## src/rtl/fetch_stage.sv

```systemverilog
// fetch_stage: instruction fetch between the PC logic and decode.
//   Owns the fetch address and issues in-order word requests to instruction
//   memory. Returned words are paired with their PCs and held in a DEPTH-entry
//   queue for decode. A redirect flushes everything and restarts at the target.
//
// Ports:
//   clk, rst                         clock (rising edge), async active-high reset
//   redirect_valid, redirect_pc      taken branch/jump and its target
//   imem_req_valid/ready/addr        fetch request channel
//   imem_rsp_valid/data              in-order, unstallable response channel
//   dec_valid/ready, dec_pc/instr    decode handshake and head instruction
module fetch_stage #(
    parameter logic [31:0] RESET_PC = 32'h0000_0000,
    parameter int unsigned DEPTH    = 2
) (
    input  logic        clk,
    input  logic        rst,
    input  logic        redirect_valid,
    input  logic [31:0] redirect_pc,
    output logic        imem_req_valid,
    input  logic        imem_req_ready,
    output logic [31:0] imem_req_addr,
    input  logic        imem_rsp_valid,
    input  logic [31:0] imem_rsp_data,
    output logic        dec_valid,
    input  logic        dec_ready,
    output logic [31:0] dec_pc,
    output logic [31:0] dec_instr
);

    localparam int unsigned CW = $clog2(DEPTH + 1);
    localparam int unsigned PW = $clog2(DEPTH);
    localparam logic [CW+1:0] DEPTH_W = (CW + 2)'(DEPTH);

    typedef logic [CW-1:0] cnt_t;
    typedef logic [PW-1:0] ptr_t;

    logic [31:0] fetch_pc_q, fetch_pc_d;
    cnt_t        outst_q, outst_d;
    cnt_t        drop_q, drop_d;
    cnt_t        qcnt_q, qcnt_d;
    ptr_t        qhead_q, qhead_d, qtail_q, qtail_d;
    ptr_t        thead_q, thead_d, ttail_q, ttail_d;
    logic [31:0] dec_pc_q, dec_pc_d;
    logic [31:0] dec_instr_q, dec_instr_d;

    // Storage arrays carry no reset; occupancy is tracked by the counters.
    logic [31:0] q_pc_q    [DEPTH];
    logic [31:0] q_instr_q [DEPTH];
    logic [31:0] tag_q     [DEPTH];

    logic        req_fire, rsp_take, rsp_drop, pop;
    logic [CW+1:0] in_use;
    logic [CW:0]   pend_sum;
    logic          redir_lsb_unused;

    assign redir_lsb_unused = ^redirect_pc[1:0];

    always_comb begin
        in_use = (CW + 2)'(outst_q) + (CW + 2)'(drop_q) + (CW + 2)'(qcnt_q);
        // rst gating keeps the request line low while reset is asserted.
        imem_req_valid = !rst && (in_use < DEPTH_W) && !redirect_valid;
        imem_req_addr  = fetch_pc_q;
        dec_valid      = (qcnt_q != '0) && !redirect_valid;
        dec_pc         = dec_pc_q;
        dec_instr      = dec_instr_q;

        req_fire = imem_req_valid && imem_req_ready;
        pop      = dec_valid && dec_ready;
        rsp_drop = imem_rsp_valid && (drop_q != '0);
        rsp_take = imem_rsp_valid && (drop_q == '0) && (outst_q != '0) && !redirect_valid;
        pend_sum = (CW + 1)'(drop_q) + (CW + 1)'(outst_q);

        fetch_pc_d  = fetch_pc_q;
        outst_d     = outst_q;
        drop_d      = drop_q;
        qcnt_d      = qcnt_q;
        qhead_d     = qhead_q;
        qtail_d     = qtail_q;
        thead_d     = thead_q;
        ttail_d     = ttail_q;
        dec_pc_d    = dec_pc_q;
        dec_instr_d = dec_instr_q;

        if (redirect_valid) begin
            fetch_pc_d = {redirect_pc[31:2], 2'b00};
            // Everything still owed by memory becomes a drop; a response
            // arriving now settles one of them immediately.
            if (imem_rsp_valid && (pend_sum != '0)) begin
                drop_d = cnt_t'(pend_sum - (CW + 1)'(1));
            end else begin
                drop_d = cnt_t'(pend_sum);
            end
            outst_d = '0;
            qcnt_d  = '0;
            qhead_d = '0;
            qtail_d = '0;
            thead_d = '0;
            ttail_d = '0;
        end else begin
            if (req_fire) begin
                fetch_pc_d = fetch_pc_q + 32'd4;
                ttail_d    = ttail_q + ptr_t'(1);
            end
            if (rsp_drop) begin
                drop_d = drop_q - cnt_t'(1);
            end
            if (rsp_take) begin
                thead_d = thead_q + ptr_t'(1);
                qtail_d = qtail_q + ptr_t'(1);
            end
            if (pop) begin
                qhead_d = qhead_q + ptr_t'(1);
            end
            outst_d = outst_q + cnt_t'(req_fire) - cnt_t'(rsp_take);
            qcnt_d  = qcnt_q + cnt_t'(rsp_take) - cnt_t'(pop);
        end

        // Output registers track the next head so the displayed entry holds
        // its last value once the queue drains or is flushed.
        if (qcnt_d != '0) begin
            if (rsp_take && (qtail_q == qhead_d)) begin
                dec_pc_d    = tag_q[thead_q];
                dec_instr_d = imem_rsp_data;
            end else begin
                dec_pc_d    = q_pc_q[qhead_d];
                dec_instr_d = q_instr_q[qhead_d];
            end
        end
    end

    always_ff @(posedge clk or posedge rst) begin
        if (rst) begin
            fetch_pc_q  <= RESET_PC;
            outst_q     <= '0;
            drop_q      <= '0;
            qcnt_q      <= '0;
            qhead_q     <= '0;
            qtail_q     <= '0;
            thead_q     <= '0;
            ttail_q     <= '0;
            dec_pc_q    <= '0;
            dec_instr_q <= '0;
        end else begin
            fetch_pc_q  <= fetch_pc_d;
            outst_q     <= outst_d;
            drop_q      <= drop_d;
            qcnt_q      <= qcnt_d;
            qhead_q     <= qhead_d;
            qtail_q     <= qtail_d;
            thead_q     <= thead_d;
            ttail_q     <= ttail_d;
            dec_pc_q    <= dec_pc_d;
            dec_instr_q <= dec_instr_d;
        end
    end

    always_ff @(posedge clk) begin
        if (req_fire) begin
            tag_q[ttail_q] <= fetch_pc_q;
        end
        if (rsp_take) begin
            q_pc_q[qtail_q]    <= tag_q[thead_q];
            q_instr_q[qtail_q] <= imem_rsp_data;
        end
    end

endmodule
```

## config.mk

```make
export PLATFORM = sky130hd
export DESIGN_NAME = fetch_stage
export DESIGN_NICKNAME = d
export VERILOG_FILES = /design/src/rtl/fetch_stage.sv
export SDC_FILE = /design/constraint.sdc
export NUM_CORES = 1
export LEC_CHECK = 0
export CAP_MARGIN = 20
export CORE_MARGIN = 2
export CORE_UTILIZATION = 28
export CTS_BUF_LIST = sky130_fd_sc_hd__clkbuf_4 sky130_fd_sc_hd__clkbuf_8
export DETAILED_ROUTE_END_ITERATION = 16
export HOLD_SLACK_MARGIN = 0.12
export PLACE_DENSITY_LB_ADDON = 0.15
export SLEW_MARGIN = 20
export SYNTH_ARGS = -nofsm -noshare
export SYNTH_HDL_FRONTEND = slang
export SYNTH_SLANG_ARGS = --single-unit
```

## constraint.sdc

```tcl
create_clock -name clk -period 3.83 [get_ports clk]
set_input_delay 0.383 -clock clk [delete_from_list [all_inputs] [get_ports clk]]
set_output_delay 0.383 -clock clk [all_outputs]
set_load 0.01 [all_outputs]
```

==> results.md <==
- The flow ran to the end, and the final reports show no timing, DRC or antenna violations.
- The worst path uses 86.19% of the clock period.
- The minimum clock period is 3301 ps.
- At the end of the flow, the number of nets in the layout was 1,086.
- The critical-path cell with the highest stage delay is clkdlybuf4s50_1.
- The most instantiated flip-flop cell in the synthesis netlist is edfxtp_1.
- The placed cell area is 13,920 µm².
- The detailed router's first-iteration violation count is 329.
- The actual slew at the worst max-slew pin is 1028 ps.
- Setup violations remaining at the end of the flow were counted as 0.
- The worst path required time is 3450 ps.
- The worst supply voltage drop on vdd is 0.0002075 V.
- The post-placement worst setup slack is 455.5 ps.
- The clock latency at the later pin of the worst-skew pair is just over 600 ps.
- After synthesis, the largest area contributor takes up 47.63% of total cell area.
- The sort of element at the end of the critical path is a primary output.
- Global routing consumed, over all layers together, 13.80% of the routing resources.
- The final worst hold slack is 199.5 ps.
- The number of standard cells in the layout, taps in and fillers out is 1,579.
- The number of port buffers is 161.
- The placed instance count is 1,484.
- Power spread over the standard cell area amounts to 572.1 nW/µm².
- After detailed routing, the average wire length per cell comes to 18.72 µm.
- Sorting the synthesized cells by area gives the leading types as edfxtp_1 48%, dfrtp_1 22%, a221o_1 3.0%.
- The number of distinct library cells after synthesis is 55.
- The share of synthesized registers carrying an async set or reset is ~36%.
- The design draws 8.567 mW.
- For this run, the number of Yosys warnings is 0.
- The placeable core region is 40,830 µm².
- The reported max-cap violation count is 0.
- The initial antenna violation count is 0.
- The initial utilization of the core area, before any placement, comes to around 28%.
- The maximum clock skew at final layout is 26.62 ps.
- The data arrival time of the critical path is between 2000 and 3000 ps.
- The area growth from synthesis to layout is 29.08%.
- The CTS tree is yes.
- 168 I/O pins were placed.
- The fraction of the yosys area taken by sequential cells is 69.64%.
- The cell row count is 74.
- The clock drives 286 sinks.
- The total non-filler cell area in the finished layout is ~15,000 µm².
- The repair_antennas step left the layout with diodes totalling 0.
- Hold repair after CTS inserted 0 buffers.
- The congestion estimate from routability-driven global placement came to 0.7531.
- The placed wire-length estimate after detailed placement is 18.18 mm.
- Of the cells placed in the final design, the portion with a size suffix greater than 1 is between 10% and 20%.
- The signal on the critical path passes through inv_1 > fa_1 > inv_1 > ha_1 > nor4_1 > clkdlybuf4s50_1.
- The synthesized design contains about 180 enable-type register cells.
- The clock slew seen by the registers of the worst setup and hold paths is 60 ps.
- The biggest area contributor in the post-synthesis netlist is edfxtp_1.
- The cell with the most instances on the worst path is inv_1.
- The global-route wire length before repair is 46.42 mm.
- The top achievable clock speed is 0.3029 GHz.
- In the post-route analysis, the smallest setup slack over all paths is 529.1 ps.
- Detailed routing inserted a total of 7,382 vias.
- In this run the worst path has a maximum fanout of 4.
- The final layout contains routed wiring with a total length of 29.55 mm.
- The number of cells upsized or downsized after cts is 0.
- After filler insertion, the fill cell instance count of the layout stands at ~4,000.
- Global routing finished with a remaining overflow of 0.
- Each instance of the synthesized netlist takes up on average 14.22 µm².
- The worst min-delay path category is in2reg.
- The via density per instance is 4.675.
- The height of the chip is 207.5 µm.
- Setup total negative slack on the finished layout was measured at 0 ps.
- Counting every instance in the synthesized netlist gives 816.
- The clock root buffer is clkbuf_8.
- The die covers 43,070 µm².
- Entering global routing, the biggest net connects 63 pins.
- The startpoint kind of the worst setup timing path is a flop.
- The H-tree was split into 2 levels.
- The standby leakage power is 5.459 nW.
- Once detail routing completed, the nets flagged for antenna violations numbered 0.
- For this run, design rule violations remaining after detail routing come to 0.
- The maximum single-stage delay on the critical path is 600 ps.
- The final standard cell utilization of the core is between 30% and 40%.
- Setup repair after global routing left no endpoint under its margin.
- The number of global-route vias before repair is 7,766.
- The total clock buffers created by CTS is 51.
- Summing every instance area after synthesis gives 11,600 µm².
- The maximum buffer depth of the clock tree is 3.
- The normalized max-slew margin is 31.24%.
- The length of the first detailed-routing pass in iterations is 4.
- The final count of pins violating max slew is 0.
- The number of hold-slack violations in the final timing report is 0.
- The die is around 210 µm wide.
- The setup path with the least slack is of type reg2out.
- The buffers inserted during post-CTS setup optimization is 0.
- The register bit total from synthesis is 286.
-- power breakdown --
group	internal (mW)	total, mW	switching, mW
Clock	1.66	2.92	1.26
Sequential	3.70	4.00	0.305
Combinational	0.968	1.65	0.680
-- layout make-up --
class,instances,area [µm²],area share (%)
flip-flops and latches,286,8078,53.95
clock buffers,83,960.9,6.418
repair buffers,183,1884,12.58
clock inverters,12,93.84,0.6267
well taps,532,665.6,4.446
inverters,19,73.82,0.4930
multi-input cells,464,3217,21.48
-- kinds of logic (layout without fill, tap and decap cells) --
group / count (synthesis) / in the layout / synth area share (%)
DFF: 286 / 286 / 69.64
AOI/OAI and AO/OA: 187 / 187 / 11.27
and+or+nand+nor: 186 / 186 / 7.788
buffers and inverters: 69 / 297 / 2.945
muxes: 65 / 65 / 5.932
adders and majority gates: 11 / 11 / 1.316
xor gates and xnor gates: 11 / 11 / 1.079
other: 1 / 4 / 0.03233
-- flip-flops by register name (all words and copies together), names as in the netlist --
signal / count
q_pc_q: 60
qtail_q: 1
imem_req_addr: 30
dec_pc: 30
qcnt_q: 2
drop_q: 2
thead_q: 1
tag_q: 60
ttail_q: 1
qhead_q: 1
q_instr_q: 64
outst_q: 2
dec_instr: 32
-- layout by cell type (no fill, tap or decap), types with 7 or more instances in the layout --
cell	n
buf_4	13
dfrtp_1	102
mux2i_1	34
nand2_1	91
mux2_2	30
edfxtp_1	184
clkbuf_8	54
and3_1	7
clkdlybuf4s50_1	160
o21ai_0	46
nand3_1	18
nor2_1	16
a22oi_1	35
ha_1	9
o211ai_1	12
inv_1	16
buf_12	9
nor2b_1	9
a221o_1	35
clkbuf_4	29
a21oi_1	35
-- routing by layer --
metal / track usage (%) / vias up / part of all wire (%) / routed length [µm]
met1: 18.46 / 3659 / 47 / 13870
met5: 0 / - / 0 / 0
met4: 4.187 / 0 / 1.9 / 569
met3: 4.070 / 44 / 5.6 / 1664
li1: - / 3492 / - / -
met2: 21.62 / 187 / 46 / 13450
-- worst max-delay path, delay by kind of cell, from the launching register on --
| kind | cells | cell delay (ps) |
|---|---|---|
| adders and majority gates | 2 | 850 |
| buffers and inverters | 3 | 730 |
| DFF | 1 | 460 |
| and+or+nand+nor | 1 | 280 |
-- path summary, 6_finish.rpt --
| check | start | end | slack, ps | cells past startpoint |
|---|---|---|---|---|
| min in group asynchronous | rst | imem_req_addr[16] | 300 | 2 |
| max in group asynchronous | rst | dec_instr[6] | 2760 | 3 |
| worst max-delay path | outst_q[1] | imem_req_valid | 530 | 6 |
| worst max register to register | outst_q[1] | imem_req_addr[23] | 730 | 10 |
| worst min-delay path | redirect_valid | imem_req_addr[18] | 200 | 3 |
| worst min register to register | dec_pc[31] | dec_pc[31] | 510 | 1 |
-- synth_stat cells (all sizes together) (2+ instances only) --
master,n
edfxtp,184
dfrtp,102
nand2,91
o21ai,47
a21oi,35
a221o,35
a22oi,35
mux2i,35
buf,30
mux2,30
clkbuf,20
inv,18
nand3,18
nor2,18
o211ai,12
ha,9
nor2b,9
and2,7
and3,7
nor3,7
a21o,6
and4,6
nand2b,6
nand4,6
o311ai,5
xor2,5
xnor2,4
or3,3
a31o,2
a41oi,2
fa,2
nand3b,2
nor3b,2
o21bai,2
or4,2
Power figures use the tool's default switching activity.
